`src/rtl/pipeline_mem_access_stage.sv`:
```
// Memory-access stage: issues loads/stores on a req/ready data port, formats load data,
// stalls upstream and bubbles downstream while an access is outstanding.
module pipeline_mem_access_stage #(
    parameter int MAX_WAIT = 15
) (
    input  logic        clock,
    input  logic        reset,
    input  logic [4:0]  rd_write_address_in,
    input  logic        rd_select_in,
    input  logic        rd_write_enable_in,
    input  logic [31:0] alu_result_in,
    input  logic [31:0] store_data_in,
    input  logic        mem_read_in,
    input  logic        mem_write_in,
    input  logic [1:0]  mem_size_in,
    input  logic        mem_unsigned_in,
    output logic        dmem_req,
    output logic        dmem_we,
    output logic [31:0] dmem_addr,
    output logic [31:0] dmem_wdata,
    output logic [3:0]  dmem_byte_en,
    input  logic        dmem_ready,
    input  logic [31:0] dmem_rdata,
    output logic        stall_out,
    output logic [4:0]  rd_write_address_out,
    output logic        rd_select_out,
    output logic        rd_write_enable_out,
    output logic [31:0] alu_result_out,
    output logic [31:0] dmem_data_out,
    output logic        misaligned_out,
    output logic        bus_error_out
);
    localparam logic [0:0] S_IDLE = 1'b0;
    localparam logic [0:0] S_WAIT = 1'b1;
    localparam logic [7:0] LAST_WAIT = 8'(MAX_WAIT - 1);

    logic [0:0]  state_q, state_d;
    logic [7:0]  cnt_q, cnt_d;
    logic [4:0]  rd_addr_q;
    logic        rd_sel_q, rd_we_q, we_q, uns_q;
    logic [31:0] alu_q, wdata_q;
    logic [1:0]  size_q;
    logic [3:0]  ben_q;
    logic        latch_en;

    logic        is_store, is_load, is_mem, misaligned;
    logic [3:0]  in_ben;
    logic [31:0] in_wdata;

    logic        req_c, we_c, stall_c, rd_sel_c, rd_we_c, mis_c, berr_c;
    logic [31:0] addr_c, wdata_c, alu_c, data_c;
    logic [3:0]  ben_c;
    logic [4:0]  rd_addr_c;

    function automatic logic [31:0] fmt_load(input logic [31:0] w, input logic [1:0] sz,
                                             input logic uns, input logic [1:0] a);
        logic [7:0]  b;
        logic [15:0] h;
        case (a)
            2'd0:    b = w[7:0];
            2'd1:    b = w[15:8];
            2'd2:    b = w[23:16];
            default: b = w[31:24];
        endcase
        h = a[1] ? w[31:16] : w[15:0];
        case (sz)
            2'b00:   fmt_load = uns ? {24'b0, b} : {{24{b[7]}}, b};
            2'b01:   fmt_load = uns ? {16'b0, h} : {{16{h[15]}}, h};
            default: fmt_load = w;
        endcase
    endfunction

    // Store wins when both read and write are asserted.
    assign is_store = mem_write_in;
    assign is_load  = mem_read_in & ~mem_write_in;
    assign is_mem   = is_store | is_load;

    always_comb begin
        misaligned = 1'b0;
        in_ben     = 4'b0000;
        in_wdata   = store_data_in;
        case (mem_size_in)
            2'b00: begin
                in_ben   = 4'b0001 << alu_result_in[1:0];
                in_wdata = {4{store_data_in[7:0]}};
            end
            2'b01: begin
                misaligned = alu_result_in[0];
                in_ben     = 4'b0011 << alu_result_in[1:0];
                in_wdata   = {2{store_data_in[15:0]}};
            end
            2'b10: begin
                misaligned = |alu_result_in[1:0];
                in_ben     = 4'b1111;
            end
            default: misaligned = 1'b1;
        endcase
        if (!is_store) in_ben = 4'b0000;
    end

    always_comb begin
        state_d   = state_q;
        cnt_d     = cnt_q;
        latch_en  = 1'b0;
        req_c     = 1'b0;
        we_c      = 1'b0;
        addr_c    = '0;
        wdata_c   = '0;
        ben_c     = '0;
        stall_c   = 1'b0;
        rd_addr_c = rd_write_address_in;
        rd_sel_c  = rd_select_in;
        rd_we_c   = rd_write_enable_in;
        alu_c     = alu_result_in;
        data_c    = '0;
        mis_c     = 1'b0;
        berr_c    = 1'b0;
        case (state_q)
            S_IDLE: begin
                if (is_mem && misaligned) begin
                    mis_c   = 1'b1;
                    rd_we_c = 1'b0;
                end else if (is_mem) begin
                    req_c   = 1'b1;
                    we_c    = is_store;
                    addr_c  = {alu_result_in[31:2], 2'b00};
                    wdata_c = in_wdata;
                    ben_c   = in_ben;
                    if (dmem_ready) begin
                        if (is_load)
                            data_c = fmt_load(dmem_rdata, mem_size_in, mem_unsigned_in,
                                              alu_result_in[1:0]);
                    end else begin
                        stall_c  = 1'b1;
                        rd_we_c  = 1'b0;
                        latch_en = 1'b1;
                        cnt_d    = '0;
                        state_d  = S_WAIT;
                    end
                end
            end
            default: begin
                req_c     = 1'b1;
                we_c      = we_q;
                addr_c    = {alu_q[31:2], 2'b00};
                wdata_c   = wdata_q;
                ben_c     = ben_q;
                rd_addr_c = rd_addr_q;
                rd_sel_c  = rd_sel_q;
                rd_we_c   = rd_we_q;
                alu_c     = alu_q;
                if (dmem_ready) begin
                    if (!we_q) data_c = fmt_load(dmem_rdata, size_q, uns_q, alu_q[1:0]);
                    state_d = S_IDLE;
                end else if (cnt_q == LAST_WAIT) begin
                    // Timed-out access is dropped: no writeback, pipeline released.
                    berr_c  = 1'b1;
                    rd_we_c = 1'b0;
                    state_d = S_IDLE;
                end else begin
                    stall_c = 1'b1;
                    rd_we_c = 1'b0;
                    cnt_d   = cnt_q + 8'd1;
                end
            end
        endcase
    end

    always_ff @(posedge clock) begin
        if (!reset) begin
            state_q   <= S_IDLE;
            cnt_q     <= '0;
            rd_addr_q <= '0;
            rd_sel_q  <= 1'b0;
            rd_we_q   <= 1'b0;
            alu_q     <= '0;
            size_q    <= '0;
            uns_q     <= 1'b0;
            we_q      <= 1'b0;
            wdata_q   <= '0;
            ben_q     <= '0;
        end else begin
            state_q <= state_d;
            cnt_q   <= cnt_d;
            if (latch_en) begin
                rd_addr_q <= rd_write_address_in;
                rd_sel_q  <= rd_select_in;
                rd_we_q   <= rd_write_enable_in;
                alu_q     <= alu_result_in;
                size_q    <= mem_size_in;
                uns_q     <= mem_unsigned_in;
                we_q      <= is_store;
                wdata_q   <= in_wdata;
                ben_q     <= in_ben;
            end
        end
    end

    // Everything is forced low while reset is held, including an abandoned request.
    assign dmem_req             = reset & req_c;
    assign dmem_we              = reset & we_c;
    assign dmem_addr            = reset ? addr_c : '0;
    assign dmem_wdata           = reset ? wdata_c : '0;
    assign dmem_byte_en         = reset ? ben_c : '0;
    assign stall_out            = reset & stall_c;
    assign rd_write_address_out = reset ? rd_addr_c : '0;
    assign rd_select_out        = reset & rd_sel_c;
    assign rd_write_enable_out  = reset & rd_we_c;
    assign alu_result_out       = reset ? alu_c : '0;
    assign dmem_data_out        = reset ? data_c : '0;
    assign misaligned_out       = reset & mis_c;
    assign bus_error_out        = reset & berr_c;
endmodule
```
`config.mk`:
```
export PLATFORM = sky130hd
export DESIGN_NAME = pipeline_mem_access_stage
export DESIGN_NICKNAME = d
export VERILOG_FILES = /design/src/rtl/pipeline_mem_access_stage.sv
export SDC_FILE = /design/constraint.sdc
export NUM_CORES = 1
export LEC_CHECK = 0
export CAP_MARGIN = 5
export CORE_MARGIN = 4
export CORE_UTILIZATION = 45
export CTS_BUF_LIST = sky130_fd_sc_hd__clkbuf_16
export DETAILED_ROUTE_END_ITERATION = 7
export PLACE_DENSITY = 0.8
export RECOVER_POWER = 50
export SYNTH_ARGS = -nofsm -noshare
export SYNTH_HDL_FRONTEND = slang
export SYNTH_SLANG_ARGS = --single-unit
```
`constraint.sdc`:
```
create_clock -name clock -period 3.15 [get_ports clock]
set_input_delay 0.63 -clock clock [delete_from_list [all_inputs] [get_ports clock]]
set_output_delay 0.63 -clock clock [all_outputs]
set_load 0.03 [all_outputs]
```
* Word level (Yosys, flattened, before mapping)
Index checks and enable logic that the tools add are counted.
** Operators by class
- Add/sub/neg operators :: 1
- Reductions and logical operators :: 8
- Magnitude comparators :: 0
- Muxes and demuxes :: 68
- Shift-type cells :: 2
- Bitwise logic cells :: 10
- Multipliers :: 0
- Divide/modulo/power cells :: 0
- Eq/ne operators :: 12
** Operator list (count)
- 2-to-1 mux 32 bit :: 22
- one-hot mux 32 bit (2 select lines) :: 3
- 2-to-1 mux 8 bit :: 6
- one-hot mux 8 bit (3 select lines) :: 2
- 2-to-1 mux 16 bit :: 2
- 2-to-1 mux 1 bit :: 24
- 2-to-1 mux 4 bit :: 5
- one-hot mux 4 bit (3 select lines) :: 1
- 2-to-1 mux 5 bit :: 2
- adder 8 x 1 -> 8 bit (second input constant) :: 1
- bitwise AND 1 bit :: 8
- == test 2 x 1 -> 1 bit (second input constant) :: 4
- == test 8 x 4 -> 1 bit (second input constant) :: 1
- logical NOT 2 bit :: 4
- == test 2 bit (second input constant) :: 3
- inequality test 2 bit (second input constant) :: 3
- AND reduction 5 bit :: 1
- << shifter 1 x 2 -> 4 bit (first input constant) :: 1
- << shifter 2 x 2 -> 4 bit (first input constant) :: 1
- inequality test 3 x 2 -> 1 bit (second input constant) :: 1
- one-hot mux 1 bit (3 select lines) :: 1
- nonzero test 2 bit :: 1
- OR reduction 2 bit :: 1
- logical AND 1 bit :: 1
- other kinds (2) :: 2
** Storage, ports and cells
- Logic and storage cells :: 112
- Output and inout port bits :: 144
- Bits of input ports :: 111
- Latch bits :: 0
- Bits in registers :: 88
- Memory bits (writable) :: 0
- Bits in read-only memories :: 0
- Memories kept :: 0

* Depth between registers and ports, before layout
Gate-level depths: netlist of the first run.
- Word-level depth :: 10
- Gate-level depth with buffers :: 9
- Mapped depth without buffers :: 6

* Worst setup path after synthesis of the first run
No wires, ideal clock.
- Path kind :: input-to-output
- From :: in alu_result_in[1]
- To :: out dmem_data_out[12]
- Arrival time :: 2.654 ns
- Setup slack :: -0.134 ns
- Data required time :: 2.520 ns
- Stages on the path :: 7
- Path buffers :: 2
- Path through :: buf_2 -> or3_1 -> buf_4 -> a211oi_4 -> nand2_1 -> a211o_1 -> o21ai_0
** On the way
- Cells in the longest elaborated chain, start to end :: 10
** RTL lines
- from (decl) :: line 11 : input logic [31:0] alu_result_in,
- == test 2 bit (tied with other cells) :: line 59 : case (a)
- one-hot mux 8 bit (3 select lines) :: line 59
- 2-to-1 mux 32 bit :: line 67 : 2'b00: fmt_load = uns ? {24'b0, b} : {{24{b[7]}}, b};
- one-hot mux 32 bit (2 select lines) :: line 66 : case (sz)
- 2-to-1 mux 32 bit :: line 130 : if (is_load)
- 2-to-1 mux 32 bit :: line 129 : if (dmem_ready) begin
- 2-to-1 mux 32 bit :: line 123 : end else if (is_mem) begin
- 2-to-1 mux 32 bit * :: line 120 : if (is_mem && misaligned) begin
- 2-to-1 mux 32 bit * :: line 118 : case (state_q)
- 2-to-1 mux 32 bit * :: line 210 : assign dmem_data_out = reset ? data_c : '0;
- to (decl) :: line 29 : output logic [31:0] dmem_data_out,
Every way passes the cells marked *; elsewhere a longest branch is shown, timed or not.

* Final worst setup path of the first run
- From :: reg alu_q[1]
- To :: out dmem_data_out[29]
** On the way
- Cells in the longest elaborated chain, start to end :: 8
** RTL lines
- from (decl) :: line 41 : logic [31:0] alu_q, wdata_q;
- from (signal assigned) :: line 189 : alu_q <= alu_result_in;
- == test 2 bit (tied with other cells) :: line 59
- one-hot mux 8 bit (3 select lines) :: line 59
- 2-to-1 mux 32 bit :: line 67
- one-hot mux 32 bit (2 select lines) * :: line 66
- 2-to-1 mux 32 bit * :: line 153 : if (!we_q) data_c = fmt_load(dmem_rdata, size_q, uns_q, alu_q[1:0]);
- 2-to-1 mux 32 bit * :: line 152 : if (dmem_ready) begin
- 2-to-1 mux 32 bit * :: line 118
- 2-to-1 mux 32 bit * :: line 210
Marked as above.

==> flow_metrics.py, run 1 <==
metrics = {
    "cells_and_area": {
        "num-nets-final": 1336,
        "layout.cells.most_common_list": "nand2_1, buf_4, clkdlybuf4s50_1, nor2b_1, dfxtp_1",
        "layout.cells.most_common": "nand2_1",
        "fin_cells": 1444,
        "syn2layout_area_growth_pct": 45.1,
        "multi_input_comb_area_mm2": 0.00507,
        "antennaDiodeCount": 0,
        "sequential_cell_area_mm2": 0.00177,
        "fillerInstances": 1405,
        "non_filler_cell_area_final_mm2": 0.0105,
        "final_layout_size_suffix_gt1_frac": 0.203,
    },
    "floorplanning": {
        "die_height_um": 135,
        "start_util": 0.457,
        "std_cell_rows": 46,
        "design.die.area_mm2": 0.0182,
        "x_dimension_of_the_die_um": 135,
        "floorplan.core_area_mm2": 0.0158,
        "top_level_ports": 255,
    },
    "hold_path": {
        "hold_start": "rd_we_q",
        "hold_path.class": "flop to flop",
        "worst_hold_path.endpoint": "rd_we_q",
        "hold_path_depth": 2,
    },
    "flow_run": {
        "cap_violations": 0,
    },
    "timing": {
        "timing.max_slew.rel_slack": 0.335,
        "number_of_slew_limit_violations_in_the_final_report": 0,
        "hold_viol_final": 0,
        "maximum_frequency_from_static_timing_analysis_mhz": 322,
        "worst_slew_pin_slew_ns": 0.997,
        "endpoints_failing_setup": 0,
        "finalWorstPathRequiredPeriod_ns": 3.11,
        "min_period_over_period": 0.987,
        "skew_ns": 0.00899,
    },
    "clock_tree": {
        "cts_tree": "built",
        "tritoncts_num_sinks": 88,
        "clk_transition_reported_paths_ns": 0.07,
        "numCtsBuffers": 9,
        "clock_tree.htree_level_count": 3,
        "clock_tree.buffer_depth": 2,
        "clockRootBuffer": "clkbuf_16",
        "clk-insertion-delay-late_ns": 0.34,
        "hold_buffers": 0,
    },
    "setup_path": {
        "critical_path.reg2reg.endpoint": "wdata_q[31]",
        "worstPathMaxFanout": 26,
        "crit_required_ns": 2.52,
        "critical-path-slowest-cell": "dfxtp_1",
        "timing.critical_path.from_type": "flop",
        "critPathMaxStageDelay_ns": 0.41,
        "timing.reg2reg.worst_path_depth": 6,
        "data_arrival_time_of_the_critical_path_ns": 2.48,
        "path_class": "flop to output port",
        "critical_path.cell_chain": "buf_6 -> mux2i_1 -> mux2i_2 -> a21oi_2 -> buf_2 -> a21oi_1 -> o21a_1 -> buf_4",
        "crit_path_end_kind": "output port",
        "worst-r2r-setup-slack_ns": 0.65,
        "worstReg2RegStart": "state_q",
    },
    "global_routing": {
        "grt_usage": 0.264,
        "first_global_vias": 7794,
        "grt_start_max_net_pins": 65,
        "grt.overflow.total": 0,
        "antenna_found_initial": 0,
        "global_route_wire_length_before_repair_um": 39400,
    },
    "drt": {
        "detail_route.iter0.violations": 553,
        "avgViaCountPerCell": 5.62,
        "postRouteAntennaNets": 0,
        "detail_route.first_pass.iterations": 5,
        "drc": 0,
        "drt-wirelength-per-cell_um": 17.7,
        "routed_wl_um": 25500,
        "num_vias": 8121,
    },
    "synth": {
        "synthCells": 969,
        "sequential_fraction_of_the_synthesis_area": 0.243,
        "yosys_most_used_dff": "dfxtp_1",
        "netlist-cell-type-count": 64,
        "synthesis.area_mm2": 0.00724,
        "number_of_warnings_printed_during_yosys_synthesis": 0,
        "syn_area_per_cell_um2": 7.47,
        "synth-async-reset-ratio": 0,
        "synth_enable_flop_cells": 0,
        "flop_and_latch_count_out_of_synthesis": 88,
    },
    "power": {
        "max-vdd-ir-drop_v": 0.000235,
        "p_leak_nw": 4.20,
        "p_per_area_mw_per_mm2": 334,
    },
    "outcome": {
        "outcome": "complete, no violations",
    },
    "placement": {
        "place_congestion": 0.995,
        "dp_hpwl_um": 18300,
        "place_area_mm2": 0.00997,
        "place.detailed.instances": 1415,
        "port_buffers": 252,
    },
}
==> layout make-up <==
| cell class | instances | area share |
|---|---|---|
| Multi-Input combinational cell | 772 | 0.482 |
| Tap cell | 216 | 0.0257 |
| Timing Repair Buffer | 333 | 0.289 |
| Sequential cell | 88 | 0.168 |
| Clock inverter | 7 | 0.00655 |
| Inverter | 19 | 0.00679 |
| Clock buffer | 9 | 0.0214 |
==> repair_timing <==
item	in CTS	in global routing
endpoints found under the setup margin	64	31
pin swaps	7	5
cloned	2	2
resized for setup	31	21
setup buffers	4	5
==> flip-flops by register name, summed over array words and instances (netlist names) <==
register	cells
rd_sel_q	1
rd_addr_q	5
alu_q	32
rd_we_q	1
uns_q	1
ben_q	4
state_q	1
size_q	2
cnt_q	8
we_q	1
wdata_q	32
==> report_power, final <==
part | internal (mW) | switching [mW]
combinational | 0.555 | 0.665
sequential | 1.17 | 0.0364
clock | 0.615 | 0.470
==> routing by layer <==
layer  GRT usage  share of wire  vias up  wire length (um)
met5           0              0        -                 0
met3      0.0682           0.10       64              2660
met1       0.332           0.40     3764             10200
li1            -              -     3899                 -
met2       0.431           0.46      394             11900
met4       0.107          0.034        0               867
==> how the worst max path moves through the flow <==
stage,start,endpoint,slack [ns],depth (start not counted)
floorplan,alu_result_in[1],dmem_data_out[23],-0.06,7
global placement,dmem_rdata[15],dmem_data_out[13],-0.27,7
detailed placement,dmem_rdata[31],dmem_data_out[13],-0.34,7
CTS,dmem_rdata[7],dmem_data_out[13],0.01,7
global route,alu_q[1],dmem_data_out[18],-0.05,8
finish,alu_q[1],dmem_data_out[29],0.04,8
==> logic make-up (layout without fill, tap and decap cells) <==
| kind of cell | count (synthesis) | in the layout | synth area share |
|---|---|---|---|
| adder cells (fa/ha/maj) | 2 | 2 | 0.00346 |
| multiplexers | 85 | 85 | 0.128 |
| buffers and inverters | 110 | 368 | 0.0702 |
| AO/OA/AOI/OAI | 299 | 299 | 0.282 |
| AND/OR/NAND/NOR | 380 | 380 | 0.268 |
| XOR/XNOR | 4 | 4 | 0.00484 |
| other | 1 | 2 | 0.000518 |
| flip-flops | 88 | 88 | 0.243 |
==> synth_stat cells, types with 5 or more instances <==
cell type,instances,area share
a211oi_1,13,0.013
a21boi_0,12,0.012
a21boi_1,58,0.060
a21oi_1,46,0.032
a22oi_1,27,0.028
and2_1,20,0.017
buf_1,5,0.0026
buf_2,22,0.015
buf_4,12,0.012
clkbuf_1,49,0.025
dfxtp_1,88,0.24
inv_1,19,0.0099
mux2_2,18,0.028
mux2i_1,63,0.087
nand2_1,166,0.086
nand2b_1,5,0.0043
nand3_1,6,0.0041
nor2_1,34,0.018
nor2b_1,112,0.097
nor3b_2,6,0.010
o211a_1,9,0.012
o211ai_1,22,0.023
o21a_1,14,0.015
o21ai_0,45,0.031
o21ai_1,11,0.0076
o22ai_1,15,0.013
==> stage by stage <==
step / total power, mW / TNS [ns] / setup WS [ns] / hold slack [ns] / utilization
after floorplan: 1.91 / -0.189 / -0.0631 / 0.435 / -
after global placement: 2.40 / -8.23 / -0.273 / 0.440 / 0.630
after detailed placement: 2.41 / -10.10 / -0.342 / 0.446 / 0.630
after CTS: 3.52 / 0 / 0.0116 / 0.455 / 0.658
after global routing: 3.67 / -0.251 / -0.0511 / 0.475 / 0.664
final: 3.51 / 0 / 0.0402 / 0.457 / 0.664
==> critical path, delay by kind of cell (launching register included) <==
family | cells | cell delay [ns]
buffers and inverters | 3 | 0.69
muxes | 2 | 0.52
AOI/OAI and AO/OA | 3 | 0.52
DFF | 1 | 0.41
(Power assumes the default switching activity.)
==> run 2: changes to the inputs <==
- GPL_TIMING_DRIVEN: default -> 0
==> run 2 against run 1 <==
Against the previous run:
- design area shrank 0.77%
- die area is the same
- flip-flop and latch count is the same
- combinational power is essentially flat
- power grew 3.2%
- core utilization shrank 0.51 points
- clock power grew 12%
- fmax shrank 0.20%
- sequential share of layout area grew 0.095 points
- wire length grew 14%
- critical path depth is the same
- critical path type is now input pin to output port
==> flow_metrics.py, run 2 (same netlist as run 1, synthesis figures left out) <==
metrics = {
    "placement": {
        "place_congestion": 0.992,
        "port_buffers": 249,
        "place.detailed.instances": 1435,
        "dp_hpwl_um": 21900,
    },
    "cells_and_area": {
        "layout.cells.most_common_list": "nand2_1, clkdlybuf4s50_1, nor2b_1, dfxtp_1, mux2i_1",
        "largestRegisters": "alu_q x32, wdata_q x32, cnt_q x8",
        "postLayoutCoreUtil": 0.659,
        "layout.cells.most_common": "nand2_1",
        "syn2layout_area_growth_pct": 44.0,
        "final_layout_size_suffix_gt1_frac": 0.187,
        "antennaDiodeCount": 0,
        "fin_cells": 1464,
        "num-nets-final": 1357,
    },
    "drt": {
        "num_vias": 8534,
        "detail_route.iter0.violations": 726,
        "routed_wl_um": 29100,
        "drc": 0,
        "detail_route.first_pass.iterations": 5,
        "postRouteAntennaNets": 0,
        "avgViaCountPerCell": 5.83,
        "drt-wirelength-per-cell_um": 19.9,
    },
    "global_routing": {
        "grt.overflow.total": 0,
        "first_global_vias": 8378,
        "grt_start_max_net_pins": 14,
        "grt_usage": 0.308,
        "global_route_wire_length_before_repair_um": 44700,
        "antenna_found_initial": 0,
    },
    "setup_path": {
        "worstReg2RegStart": "state_q",
        "data_arrival_time_of_the_critical_path_ns": 2.49,
        "timing.critical_path.from_type": "input pin",
        "crit_required_ns": 2.52,
        "crit_path_end_kind": "output port",
        "worstPathMaxFanout": 5,
        "worst-r2r-setup-slack_ns": 0.85,
        "path_class": "input pin to output port",
        "timing.reg2reg.worst_path_depth": 6,
        "critical_path.reg2reg.endpoint": "wdata_q[7]",
        "startpoint": "dmem_rdata[31]",
    },
    "hold_path": {
        "hold_path_depth": 2,
        "hold_path.class": "flop to flop",
        "worst_hold_path.endpoint": "alu_q[2]",
        "hold_start": "alu_q[2]",
    },
    "clock_tree": {
        "clock_tree.buffer_depth": 2,
        "cts_tree": "built",
        "clockRootBuffer": "clkbuf_16",
        "clock_tree.htree_level_count": 3,
        "clk-insertion-delay-late_ns": 0.34,
        "numCtsBuffers": 9,
        "tritoncts_num_sinks": 88,
        "clk_transition_reported_paths_ns": 0.06,
    },
    "timing": {
        "setup_tns_ns": 0,
        "endpoints_failing_setup": 0,
        "finalWorstPathRequiredPeriod_ns": 3.12,
        "min_period_over_period": 0.989,
        "hold_viol_final": 0,
        "worst_slew_pin_slew_ns": 0.683,
        "maximum_frequency_from_static_timing_analysis_mhz": 321,
        "skew_ns": 0.00533,
        "rsz_0062_raised_after_global_routing": "false",
        "timing.max_slew.rel_slack": 0.545,
        "number_of_slew_limit_violations_in_the_final_report": 0,
    },
    "power": {
        "p_per_area_mw_per_mm2": 347,
        "max-vdd-ir-drop_v": 0.000277,
        "pwr-share-seq": 0.332,
        "switching_share": 0.328,
        "switching_power_mw": 1.19,
        "power.total_mw": 3.62,
        "power_frac_comb": 0.333,
        "p_leak_nw": 4.11,
        "clockPowerShare": 0.334,
        "power_report.internal_total_mw": 2.43,
    },
    "floorplanning": {
        "design.die.area_mm2": 0.0182,
        "start_util": 0.457,
        "std_cell_rows": 46,
        "x_dimension_of_the_die_um": 135,
        "die_height_um": 135,
        "floorplan.core_area_mm2": 0.0158,
        "top_level_ports": 255,
    },
    "outcome": {
        "outcome": "complete, no violations",
    },
    "flow_run": {
        "cap_violations": 0,
    },
}
==> run 2: changes by cell type in the layout (fill, tap and decap cells not counted), sizes merged, moves of 6 or more <==
cell | previous run | this run
dlygate4sd3 | 20 | 9
dlygate4sd2 | 4 | 23
clkdlybuf4s15 | 1 | 42
clkdlybuf4s50 | 117 | 111
clkbuf | 16 | 78
buf | 181 | 98
==> run 2: power groups by stage <==
| stage | Combinational (mW) | Clock [mW] | Sequential, mW |
|---|---|---|---|
| after floorplan | 0.698 | 0 | 1.21 |
| after global placement | 1.18 | 0 | 1.22 |
| after detailed placement | 1.20 | 0 | 1.22 |
| after CTS | 1.20 | 1.22 | 1.20 |
| after global routing | 1.28 | 1.26 | 1.21 |
| final | 1.21 | 1.21 | 1.20 |
==> run 2: worst max-delay path by stage <==
stage	end	depth (start not counted)
after floorplan	dmem_data_out[23]	7
after global placement	dmem_wdata[29]	8
after detailed placement	dmem_wdata[29]	8
after CTS	alu_result_out[0]	7
after global routing	dmem_byte_en[1]	7
final	dmem_data_out[17]	8
==> run 2: layout make-up <==
cell class	count	area [um2]
Clock buffer	9	225
Tap cell	216	270
Fill cell	1395	5400
Sequential cell	88	1760
Multi-Input combinational cell	772	5060
Inverter	19	71.3
Clock inverter	6	101
Buffer	89	502
Timing Repair Buffer	265	2430
==> run 2: timing repair <==
item	in CTS	in global routing
resized for setup	554	39
buffers inserted	14	2
setup endpoints to repair	127	76
hold buffers	0	0
cloned	1	0
pin swaps	12	4
==> run 2: metal layers <==
layer  vias up  track usage  part of all wire
met5         -            0                 0
met4         0        0.128             0.037
met3        82       0.0768             0.096
met2       488        0.506              0.46
met1      4023        0.387              0.40
li1       3941            -                 -
==> run 2: critical path, cell delays in order <==
cell           delay (ns)
dlygate4sd2_1        0.33
mux2_2               0.33
o211a_1              0.15
o31ai_4              0.40
buf_4                0.20
a21oi_1              0.04
o21a_1               0.21
buf_2                0.18
==> run 2: through the flow <==
step / cell area [um2] / hold slack (ns) / setup slack, ns
2_1_floorplan: 7240 / 0.435 / -0.0631
3_3_place_gp: 10000 / 0.440 / -1.24
3_5_place_dp: 10000 / 0.446 / -1.27
4_1_cts: 10400 / 0.455 / 0.00206
5_1_grt: 10400 / 0.475 / 0.00340
6_report: 10400 / 0.454 / 0.0339
==> run 3: changes to the inputs <==
- ABC_CLOCK_PERIOD_IN_PS: default -> 3150
==> results of run 3 <==
Same layout as run 2: the final DEF is identical, and so are final timing and power.
